**config.mk**
```make
export PLATFORM = sky130hd
export DESIGN_NAME = spike_readout_classifier
export DESIGN_NICKNAME = d
export VERILOG_FILES = /design/src/rtl/spike_readout_classifier.sv
export SDC_FILE = /design/constraint.sdc
export NUM_CORES = 1
export LEC_CHECK = 0
export ABC_AREA = 1
export BUFFER_PORTS_ARGS = -buffer_cell sky130_fd_sc_hd__buf_2
export CORE_UTILIZATION = 45
export CTS_BUF_LIST = sky130_fd_sc_hd__clkbuf_4 sky130_fd_sc_hd__clkbuf_8
export CTS_CLUSTER_SIZE = 25
export DETAILED_ROUTE_END_ITERATION = 6
export PLACE_DENSITY_LB_ADDON = 0.3
export SYNTH_ARGS = -nofsm -noshare
export SYNTH_HDL_FRONTEND = slang
export SYNTH_SLANG_ARGS = --single-unit
```
**constraint.sdc**
```tcl
create_clock -name clk_i -period 4.6 [get_ports clk_i]
set_input_delay 1.38 -clock clk_i [delete_from_list [all_inputs] [get_ports clk_i]]
set_output_delay 1.38 -clock clk_i [all_outputs]
set_load 0.1 [all_outputs]
```
**src/rtl/spike_readout_classifier.sv**
```systemverilog
// Per-channel spike counting over a programmable window, followed by a sequential
// one-channel-per-cycle argmax scan that publishes class, winning count and margin.
module spike_readout_classifier #(
  parameter int NUM_CH = 10,
  parameter int CNT_W  = 8,
  parameter int WIN_W  = 16,
  parameter int IDX_W  = 4
) (
  input  logic              clk_i,
  input  logic              rst_ni,
  input  logic              start_i,
  input  logic              clear_i,
  input  logic              mode_i,
  input  logic [WIN_W-1:0]  window_len_i,
  input  logic [NUM_CH-1:0] spike_i,
  output logic              busy_o,
  output logic              valid_o,
  output logic [IDX_W-1:0]  class_o,
  output logic [CNT_W-1:0]  max_o,
  output logic [CNT_W-1:0]  margin_o,
  output logic              no_spike_o
);

  typedef enum logic [1:0] {S_IDLE, S_ACCUM, S_SCAN, S_DONE} state_t;

  localparam logic [CNT_W-1:0] CNT_MAX  = '1;
  localparam logic [IDX_W-1:0] LAST_IDX = IDX_W'(NUM_CH - 1);

  state_t             r_state;
  state_t             w_state_next;

  logic [CNT_W-1:0]   r_cnt      [NUM_CH];
  logic [CNT_W-1:0]   w_cnt_next [NUM_CH];
  logic               w_cnt_zero;
  logic               w_accum;

  logic               r_mode;
  logic [WIN_W-1:0]   r_win_len;
  logic [WIN_W-1:0]   r_win_cnt;
  logic [WIN_W-1:0]   w_len_eff;
  logic               w_start_ok;

  logic [IDX_W-1:0]   r_scan_idx;
  logic [CNT_W-1:0]   w_scan_cnt;
  logic [CNT_W-1:0]   r_best;
  logic [CNT_W-1:0]   r_second;
  logic [IDX_W-1:0]   r_best_idx;

  logic               r_valid;
  logic [IDX_W-1:0]   r_class;
  logic [CNT_W-1:0]   r_max;
  logic [CNT_W-1:0]   r_margin;
  logic               r_no_spike;

  assign w_accum    = (r_state == S_ACCUM);
  assign w_start_ok = (r_state == S_IDLE) && start_i && !clear_i;
  assign w_len_eff  = (window_len_i == '0) ? WIN_W'(1) : window_len_i;
  // Counters restart on abort, on a new window, and between continuous windows.
  assign w_cnt_zero = clear_i || w_start_ok || ((r_state == S_DONE) && r_mode);
  assign w_scan_cnt = r_cnt[r_scan_idx];

  // FSM state register
  always_ff @(posedge clk_i or negedge rst_ni) begin
    if (!rst_ni) r_state <= S_IDLE;
    else         r_state <= w_state_next;
  end

  always_comb begin
    w_state_next = r_state;
    case (r_state)
      S_IDLE:  if (start_i)                   w_state_next = S_ACCUM;
      S_ACCUM: if (r_win_cnt == WIN_W'(1))    w_state_next = S_SCAN;
      S_SCAN:  if (r_scan_idx == LAST_IDX)    w_state_next = S_DONE;
      S_DONE:  w_state_next = r_mode ? S_ACCUM : S_IDLE;
      default: w_state_next = S_IDLE;
    endcase
    if (clear_i) w_state_next = S_IDLE;
  end

  // Saturating per-channel spike counters
  generate
    for (genvar gi = 0; gi < NUM_CH; gi++) begin : g_cnt
      assign w_cnt_next[gi] = w_cnt_zero ? '0 :
                              (w_accum && spike_i[gi] && (r_cnt[gi] != CNT_MAX)) ?
                              r_cnt[gi] + 1'b1 : r_cnt[gi];
    end
  endgenerate

  always_ff @(posedge clk_i or negedge rst_ni) begin
    if (!rst_ni) begin
      for (int k = 0; k < NUM_CH; k++) r_cnt[k] <= '0;
    end else begin
      for (int k = 0; k < NUM_CH; k++) r_cnt[k] <= w_cnt_next[k];
    end
  end

  // Window control; the length latched at start is reused by every continuous window.
  always_ff @(posedge clk_i or negedge rst_ni) begin
    if (!rst_ni) begin
      r_mode    <= 1'b0;
      r_win_len <= '0;
      r_win_cnt <= '0;
    end else if (w_start_ok) begin
      r_mode    <= mode_i;
      r_win_len <= w_len_eff;
      r_win_cnt <= w_len_eff;
    end else if (r_state == S_ACCUM) begin
      r_win_cnt <= r_win_cnt - 1'b1;
    end else if (r_state == S_DONE) begin
      r_win_cnt <= r_win_len;
    end
  end

  // Argmax scan: strict compare keeps the lowest index on ties.
  always_ff @(posedge clk_i or negedge rst_ni) begin
    if (!rst_ni) begin
      r_scan_idx <= '0;
      r_best     <= '0;
      r_second   <= '0;
      r_best_idx <= '0;
    end else if (r_state == S_ACCUM) begin
      r_scan_idx <= '0;
      r_best     <= '0;
      r_second   <= '0;
      r_best_idx <= '0;
    end else if (r_state == S_SCAN) begin
      if (w_scan_cnt > r_best) begin
        r_second   <= r_best;
        r_best     <= w_scan_cnt;
        r_best_idx <= r_scan_idx;
      end else if (w_scan_cnt > r_second) begin
        r_second <= w_scan_cnt;
      end
      r_scan_idx <= r_scan_idx + 1'b1;
    end
  end

  // Result registers hold between pulses and survive an abort.
  always_ff @(posedge clk_i or negedge rst_ni) begin
    if (!rst_ni) begin
      r_valid    <= 1'b0;
      r_class    <= '0;
      r_max      <= '0;
      r_margin   <= '0;
      r_no_spike <= 1'b0;
    end else if (clear_i) begin
      r_valid <= 1'b0;
    end else if (r_state == S_DONE) begin
      r_valid    <= 1'b1;
      r_class    <= r_best_idx;
      r_max      <= r_best;
      r_margin   <= r_best - r_second;
      r_no_spike <= (r_best == '0);
    end else begin
      r_valid <= 1'b0;
    end
  end

  assign busy_o     = (r_state != S_IDLE);
  assign valid_o    = r_valid;
  assign class_o    = r_class;
  assign max_o      = r_max;
  assign margin_o   = r_margin;
  assign no_spike_o = r_no_spike;

endmodule

```
==> results.md, run 1 <==
* Tcrit/Tclk final at 0.789
* Pre-Repair DR Iteration Count at 6
* PortBufs at 53
* Die area at 22800 um2
* Layout cells sized above 1 at 0.0985
* Number of synthesized flops with an enable pin at 0
* Post-Route Utilization at 0.494
* Setup bufs post-CTS at 0
* Total standard cell area after synthesis at 9980 um2
* Clk Latency, worst-skew pair at 0.49 ns
* Crit path buffers/inverters at 1
* # diodes at 0
* FMAX at 275 MHz
* Yosys warns at 0
* Hold Path Class: reg -> reg
* Initial antenna violation count at 0
* Chip width at 151 um
* # setup viols final at 0
* CP Cell Sequence: buf_4 > nand2_1 > nand3_1 > nand3_1 > nand3_1 > nand2_2 > ha_1 > nand2_1 > nor2_1 > nand4_1 > nand3_2 > nand2_1 > o21ai_0
* Global-route wire length before repair at 40600 um
* Worst Setup End Kind: flip-flop
* Slew Limit Fails at 0
* GP Congestion at 0.878
* Syn nets at 1437
* Async set or reset register ratio after synthesis at 1.00
* Biggest cell delay along the critical path at 0.86 ns
* DRC violations left at 0
* Area growth, synth to finish at 7.79%
* Synthesized instance count at 1364
* Detail Placement HPWL at 17800 um
* Area of the core at 21800 um2
* Drt total wl at 24300 um
* Pwr/cell area at 630 nW/um2
* Clock slew at reported path FFs at 0.10 ns
* Largest net degree at the start of global routing at 64
* Area contributors post-synth: dfrtp_1 (40%), nand2_1 (14%), nand3_1 (7.8%), inv_1 (6.0%), ha_1 (5.1%)
* Max cap viols at 0
* Starting Density at 0.459
* Row count at 54
* Leakage at 5.12 nW
* Main flop type after synthesis: dfrtp_1
* RSZ-0062 raised after global routing: false
* Antenna Nets Post-Route at 0
* Final hold vios at 0
* Post-synth top area cell: dfrtp_1
* Yosys top cell area share at 0.404
* WS Path Type: reg -> reg
* Fin nets at 1471
* Register area share after synthesis at 0.404
* Initial detailed-routing violation count at 489
* Clk root buf: clkbuf_8
* Via Count at 8924
* CTS tree: done
* Via density at 5.28
* Post-synthesis cell type count at 45
* Hold_buf cts at 0
* CP delay by family, top: simple AND/OR/NAND/NOR gates
* Cts bufs inserted at 17
* Avg WL per Cell at 14.4 um
* Clock Skew at 0.0150 ns
* Critical Path Slowest Stage Cell: dfrtp_1
* Die Y at 151 um
* Longest Clk Path Bufs at 2
* Ports at 54
* Fin crit period at 3.63 ns
* Arr. time, crit path at 4.03 ns
* Max VDD drop at 0.000323 V
* Clk sinks at 161
* Post-cts gate resize count at 0
* WHS at 0.481 ns
* Number of global-route vias before repair at 8256
* Status: completed
* Grt ovf at 0
* Final Cell Area at 10800 um2
* Post-DP Area at 10400 um2
* GRT Resource Usage Total at 0.226
* Slew margin rel. at 0.481
* Yosys reg bits at 161
* Startpoint types: flip-flop
* Crit-path max FO at 28
* WP data required at 5.00 ns
* Setup TNS Final at 0 ns
* Worst-Margin Slew at 0.778 ns
* Post-synthesis average cell area at 7.31 um2
* Htree depth at 4
==> cell families after synthesis <==
kind of cell | count (synthesis) | share of synthesized area
and+or+nand+nor | 722 | 0.318
buffers and inverters | 213 | 0.0929
AOI/OAI and AO/OA | 203 | 0.112
DFF | 161 | 0.404
adders and majority gates | 42 | 0.0534
xor gates and xnor gates | 23 | 0.0202
==> flip-flops by register name (all words and copies together), names as in the netlist, 2 cells and up <==
name,flops
class_o,4
margin_o,8
max_o,8
r_best,8
r_best_idx,4
r_cnt,80
r_scan_idx,4
r_second,8
r_state,2
r_win_cnt,16
r_win_len,16
==> per-stage QoR <==
stage                     worst slack (ns)  std cells  power (mW)
after CTS                            0.983       1691        6.80
after floorplan                       1.93       1364        5.08
after detailed placement              1.02       1659        5.78
final                                0.969       1691        6.78
after global placement                1.07       1659        5.72
after global routing                 0.513       1691        7.34
==> routing by layer <==
metal	share of wire	track usage
met4	0.015	0.0605
met5	0	0
met2	0.45	0.363
met1	0.49	0.312
met3	0.043	0.0425
==> final timing paths <==
| path | slack, ns | to | from | cells after the start |
|---|---|---|---|---|
| worst max-delay path | 0.97 | r_best[7] | r_scan_idx[0] | 13 |
| max in group asynchronous | 2.83 | max_o[6] | rst_ni | 2 |
| min in group asynchronous | 0.83 | r_win_len[7] | rst_ni | 1 |
| worst min-delay path | 0.48 | margin_o[2] | margin_o[2] | 2 |
| worst min register to register | 0.48 | margin_o[2] | margin_o[2] | 2 |
| worst max register to register | 0.97 | r_best[7] | r_scan_idx[0] | 13 |
==> cells in the final DEF, fill, tap and decap left out, types with 17 or more instances in the layout <==
| master | n |
|---|---|
| ha_1 | 40 |
| clkbuf_8 | 17 |
| a21oi_1 | 51 |
| nand4_1 | 23 |
| nor3_1 | 28 |
| inv_1 | 159 |
| xor2_1 | 21 |
| o21ai_1 | 37 |
| dfrtp_1 | 161 |
| nand2_1 | 367 |
| buf_2 | 52 |
| nand3_1 | 155 |
| o21ai_0 | 81 |
| nor2_1 | 107 |
==> Yosys cell counts (all sizes together), types with 4 or more instances <==
cell	instances
nand3b	4
a31oi	16
nor3	37
nand2	381
ha	41
nand4	23
o22ai	6
nor4	5
dfrtp	161
o211ai	5
a21oi	51
o21ai	119
clkbuf	4
nor2	111
xor2	21
nand3	158
inv	167
buf	41
==> report_power, final <==
part	switching, mW	total (mW)	internal (mW)
clock	0.614	1.01	0.397
combinational	2.71	3.74	1.02
sequential	0.280	2.03	1.75
==> layout make-up <==
| class | instances | area [um2] |
|---|---|---|
| Clock buffer | 18 | 241 |
| Sequential cell | 161 | 4030 |
| Tap cell | 280 | 350 |
| Multi-Input combinational cell | 990 | 5020 |
| Timing Repair Buffer | 60 | 349 |
| Clock inverter | 14 | 125 |
| Inverter | 168 | 636 |
| Fill cell | 2168 | 11000 |
==> worst register-to-register path, delay by kind of cell, from the launching register on <==
family                     cells  cell delay [ns]
and+or+nand+nor               10             1.79
AOI/OAI and AO/OA              1             0.24
buffers and inverters          1             0.38
adders and majority gates      1             0.30
DFF                            1             0.86
No activity file was read; power rests on OpenSTA's default activity.
==> run 2, diff against run 1 <==
==> constraint.sdc (replaced) <==
create_clock -name clk_i -period 3.1 [get_ports clk_i]
set_input_delay 0.93 -clock clk_i [delete_from_list [all_inputs] [get_ports clk_i]]
set_output_delay 0.93 -clock clk_i [all_outputs]
set_load 0.1 [all_outputs]
==> run 2 against run 1 <==
  * Sequential share of layout area shrank 0.36 points
  * Clock power grew 46%
  * First-iteration DRC count up 25%
  * Critical path depth up 1
  * Utilization grew 0.48 points
  * Largest cell class unchanged
  * Non-clock buffer count is 11 higher
  * Setup slack got worse by 0.66 ns
  * Critical path type unchanged
==> results.md, run 2 (synthesis gave the netlist of run 1 again) <==
* Status: completed
* Setup TNS Final at 0 ns
* Layout Cells excl Fill at 1702
* FMAX at 358 MHz
* Avg WL per Cell at 14.0 um
* GP Congestion at 0.911
* Die Y at 151 um
* Arr. time, crit path at 3.17 ns
* Drt total wl at 23800 um
* Initial detailed-routing violation count at 612
* Initial antenna violation count at 0
* Fin crit period at 2.79 ns
* Startpoint types: flip-flop
* Longest Clk Path Bufs at 2
* PortBufs at 53
* Met2 wire len at 10600 um
* Worst Setup End Kind: flip-flop
* Chip width at 151 um
* Final hold vios at 0
* R2R depth at 14
* Leakage at 5.18 nW
* Starting Density at 0.459
* Area growth, synth to finish at 8.84%
* Slew margin rel. at 0.605
* Row count at 54
* RSZ-0062 raised after global routing: true
* Largest net degree at the start of global routing at 59
* Ports at 54
* Pre-Repair DR Iteration Count at 5
* Max reg flops at 80
* Cts bufs inserted at 17
* Via density at 5.19
* Crit-path max FO at 36
* Detail Placement HPWL at 17700 um
* Dpl cells at 1670
* GRT Resource Usage Total at 0.222
* Total power at 10.1 mW
* Clk sinks at 161
* Final Cell Area at 10900 um2
* Die area at 22800 um2
* Post-DP Area at 10500 um2
* Clock slew at reported path FFs at 0.11 ns
* Number of global-route vias before repair at 8324
* Final WS setup at 0.306 ns
* Commonest non-fill, non-tap cells in the layout: nand2_1 (366), dfrtp_1 (161), inv_1 (159), nand3_1 (155), nor2_1 (107)
* Htree depth at 4
* Fin nets at 1482
* Layout cells sized above 1 at 0.106
* Clk root buf: clkbuf_8
* DRC violations left at 0
* Clk Latency, worst-skew pair at 0.48 ns
* WP data required at 3.47 ns
* Global-route wire length before repair at 39900 um
* # diodes at 0
* Max VDD drop at 0.000609 V
* Antenna Nets Post-Route at 0
* Clock Skew at 0.0201 ns
* CTS tree: done
* Metal-1 WL at 11600 um
* WS Path Type: reg -> reg
* Worst-Margin Slew at 0.592 ns
* Largest Register: r_cnt
* Grt ovf at 0
* Area of the core at 21800 um2
* # setup viols final at 0
* DR top layer: met4
* Hold Path Class: in -> async
* Pwr/cell area at 932 nW/um2
* Met3 Wirelength at 1030 um
* Biggest regs: r_cnt (80), r_win_cnt (16), r_win_len (16)
* Tcrit/Tclk final at 0.901
* Via Count at 8838
* Pre-CTS setup slack at 0.312 ns
* Slew Limit Fails at 0
* Commonest non-fill, non-tap cell in the layout: nand2_1
* Max cap viols at 0
[run 2: changes by cell type in the layout (fill, tap and decap cells not counted), sizes merged]
| cell | before | now |
|---|---|---|
| buf | 60 | 71 |
| clkinv | 7 | 6 |
| inv | 173 | 174 |
[run 2: report_power, final]
part           total (mW)  switching (mW)  internal, mW
clock network        1.47           0.880         0.588
registers            2.94           0.346          2.60
logic                5.71            4.09          1.62
[run 2: area by class of cell]
class                           count  area, um2
Sequential cell                   161       4030
Tap cell                          280        350
Fill cell                        2182      10900
Clock inverter                     14        120
Clock buffer                       18        241
Inverter                          168        636
Multi-Input combinational cell    990       5020
Timing Repair Buffer               71        457
[run 2: stage by stage]
stage	hold WS [ns]	util
global placement	0.456	0.482
detailed placement	0.459	0.482
finish	0.386	0.499
global route	0.419	0.499
floorplan	0.442	-
CTS	0.412	0.499
[run 2: metal layers]
layer / up-vias / track usage
li1: 4549 / -
met1: 4048 / 0.301
met2: 200 / 0.353
met3: 41 / 0.0352
met4: 0 / 0.0895
met5: - / 0
[run 2: worst max-delay path, stage by stage (launching register included)]
cell and delay [ns]:
dfrtp_1 0.42, buf_4 0.34, nand2_1 0.10, nand3_1 0.09, nand3_1 0.07, nand3_1 0.12
nand2_2 0.11, ha_1 0.30, nand2_1 0.07, nor2_1 0.17, nand4_1 0.16, nand3_2 0.22
nand3_1 0.28, nand3_1 0.18, nand2_1 0.07
[run 2: path summary, 6_finish.rpt]
path	start	slack, ns	to
max	r_scan_idx[0]	0.31	r_second[3]
min	rst_ni	0.39	r_win_len[3]
max reg2reg	r_scan_idx[0]	0.31	r_second[3]
min reg2reg	r_win_len[1]	0.48	r_win_len[1]
max in group asynchronous	rst_ni	1.94	class_o[3]
min in group clk_i	r_win_len[1]	0.48	r_win_len[1]
[run 2: timing repair]
| item | in CTS | in global routing |
|---|---|---|
| setup buffers | 0 | 0 |
| hold buffers | 0 | 0 |
| setup endpoints to repair | 0 | 1 |
| resized for setup | 0 | 1 |
==> run 3, diff against run 2 <==
--- a/config.mk
+++ b/config.mk
@@ -5,7 +5,7 @@
 export SDC_FILE = /design/constraint.sdc
 export NUM_CORES = 1
 export LEC_CHECK = 0
-export ABC_AREA = 1
+export ABC_AREA = 0
 export BUFFER_PORTS_ARGS = -buffer_cell sky130_fd_sc_hd__buf_2
 export CORE_UTILIZATION = 45
 export CTS_BUF_LIST = sky130_fd_sc_hd__clkbuf_4 sky130_fd_sc_hd__clkbuf_8
==> run 3 against run 2 <==
  * Combinational power decreased by 27%
  * Via count decreased by 24%
  * Clock-buffer cell count increased by 2
  * Synthesized cell count decreased by 32%
  * Critical path type unchanged
  * Largest power group unchanged
==> results.md, run 3 <==
* Initial detailed-routing violation count at 392
* Via Count at 6751
* Critical Path Slowest Stage Cell: dfrtp_2
* Chip width at 143 um
* Clk root buf: clkbuf_8
* Hold Path Class: in -> async
* Ports at 54
* Area growth, synth to finish at 12.2%
* Biggest regs: r_cnt (80), r_win_cnt (16), r_win_len (16)
* Area contributors post-synth: dfrtp_1 (45%), mux2i_1 (7.1%), ha_1 (5.7%), xor2_1 (5.5%), nor2_1 (4.8%)
* PortBufs at 53
* Most instantiated library cell after synthesis: dfrtp_1
* Fin crit period at 2.87 ns
* Syn nets at 1003
* Status: completed
* Dpl cells at 1232
* Yosys reg bits at 161
* Die Y at 143 um
* Synthesized instance count at 930
* CTS tree: done
* Area of the core at 19500 um2
* Largest Register: r_cnt
* Largest net degree at the start of global routing at 68
* WHS at 0.372 ns
* CP Cell Sequence: buf_12 > mux2i_1 > o22ai_1 > o22a_1 > ha_1 > a211oi_1 > o21bai_1 > nor3_1 > o21ai_0 > o21ai_1 > buf_4 > o2bb2ai_1
* Row count at 51
* Via density at 5.34
* # setup viols final at 0
* Tcrit/Tclk final at 0.926
* Cts bufs inserted at 17
* Number of global-route vias before repair at 6486
* Post-synthesis average cell area at 9.66 um2
* GP Congestion at 0.818
* Hold_buf cts at 0
* Pwr/cell area at 860 nW/um2
* Main flop type after synthesis: dfrtp_1
* Initial antenna violation count at 0
* Crit-path max FO at 28
* Worst-Margin Slew at 0.562 ns
* Final hold vios at 0
* Starting Density at 0.460
* WP data required at 3.48 ns
* Setup bufs post-CTS at 0
* Clock Skew at 0.0132 ns
* Max VDD drop at 0.000337 V
* Layout cells sized above 1 at 0.128
* Setup TNS Final at 0 ns
* Worst Setup End Kind: flip-flop
* Drt total wl at 19600 um
* Biggest cell delay along the critical path at 0.41 ns
* Leakage at 4.57 nW
* Pre-CTS setup slack at 0.207 ns
* Detail Placement HPWL at 14000 um
* Pre-Repair DR Iteration Count at 5
* Slew Limit Fails at 0
* Register area share after synthesis at 0.449
* Arr. time, crit path at 3.25 ns
* Clk sinks at 161
* Post-synthesis cell type count at 55
* Commonest non-fill, non-tap cells in the layout: dfrtp_1 (160), nor2_1 (115), nand2_1 (111), mux2i_1 (64), xor2_1 (56)
* Worst setup path startpoint: r_scan_idx[0]
* Antenna Nets Post-Route at 0
* Startpoint types: flip-flop
* Grt ovf at 0
* Number of synthesized flops with an enable pin at 0
* Commonest non-fill, non-tap cell in the layout: dfrtp_1
* Final WS setup at 0.230 ns
* Avg WL per Cell at 15.5 um
* # diodes at 0
* Clock slew at reported path FFs at 0.09 ns
* Max cap viols at 0
* Longest Clk Path Bufs at 2
* DRC violations left at 0
* Layout Cells excl Fill at 1264
* RSZ-0062 raised after global routing: false
* Most frequent cells after synthesis: dfrtp_1 (161), nor2_1 (115), nand2_1 (112)
* Slew margin rel. at 0.625
* WS Path Type: reg -> reg
* Post-synth top area cell: dfrtp_1
* Max reg flops at 80
* FMAX at 348 MHz
* Fin nets at 1059
* Async set or reset register ratio after synthesis at 1.00
* Htree depth at 4
* GRT Resource Usage Total at 0.205
* Clk Latency, worst-skew pair at 0.46 ns
* Yosys top cell area share at 0.449
* Die area at 20500 um2
* R2r startpoint: r_scan_idx[0]
* Total standard cell area after synthesis at 8980 um2
* Yosys warns at 0
* Global-route wire length before repair at 32600 um
## run 3: cell families after synthesis
kind of cell             synth area share
multiplexers                       0.0776
adder cells (fa/ha/maj)            0.0594
AND/OR/NAND/NOR                     0.183
AO/OA/AOI/OAI                       0.115
buffers and inverters              0.0295
XOR/XNOR                           0.0868
flip-flops                          0.449
## run 3: final timing paths
path                                     to  slack (ns)  cells past startpoint
worst max-delay path            r_second[6]        0.23                     12
worst min-delay path            margin_o[6]        0.37                      1
worst max register to register  r_second[6]        0.23                     12
worst min register to register     max_o[4]        0.48                      2
max in group asynchronous         r_cnt[54]        2.04                      2
min in group clk_i                 max_o[4]        0.48                      2
## run 3: through the flow
step	util	power, mW	area [um2]
after floorplan	-	6.16	8980
after global placement	0.495	7.10	9670
after detailed placement	0.495	7.15	9670
after CTS	0.516	8.73	10100
after global routing	0.516	9.28	10100
final	0.516	8.67	10100
## run 3: report_power, final
group	internal (mW)	switching, mW
logic	1.46	2.72
registers	2.54	0.394
clock network	0.715	0.839
total	4.71	3.95
## run 3: critical path, delay by kind of cell, from the launching register on
kind / cells / cell delay, ns
AO/OA/AOI/OAI: 7 / 1.17
adder cells (fa/ha/maj): 1 / 0.29
buffers and inverters: 2 / 0.41
flip-flops: 1 / 0.41
multiplexers: 1 / 0.26
AND/OR/NAND/NOR: 1 / 0.25
## run 3: what timing repair did
action                                  in CTS  in global routing
endpoints found under the setup margin       0                 12
resized for setup                            0                  2
hold endpoints to repair                     0                  0
## run 3: metal layers
metal  global-route usage  share of wire  vias up
met1                0.285           0.50     3234
met5                    0              0        -
li1                     -              -     3391
met3               0.0439          0.036       10
met2                0.326           0.46      116
met4               0.0437         0.0075        0
## run 3: layout make-up
class,instances,area [um2]
fill,1793,9450
clock inverter,12,124
timing repair buffer,76,507
clock buffer,20,275
inverter,30,113
tap,265,332
multi-input combinational,700,4690
sequential,161,4030
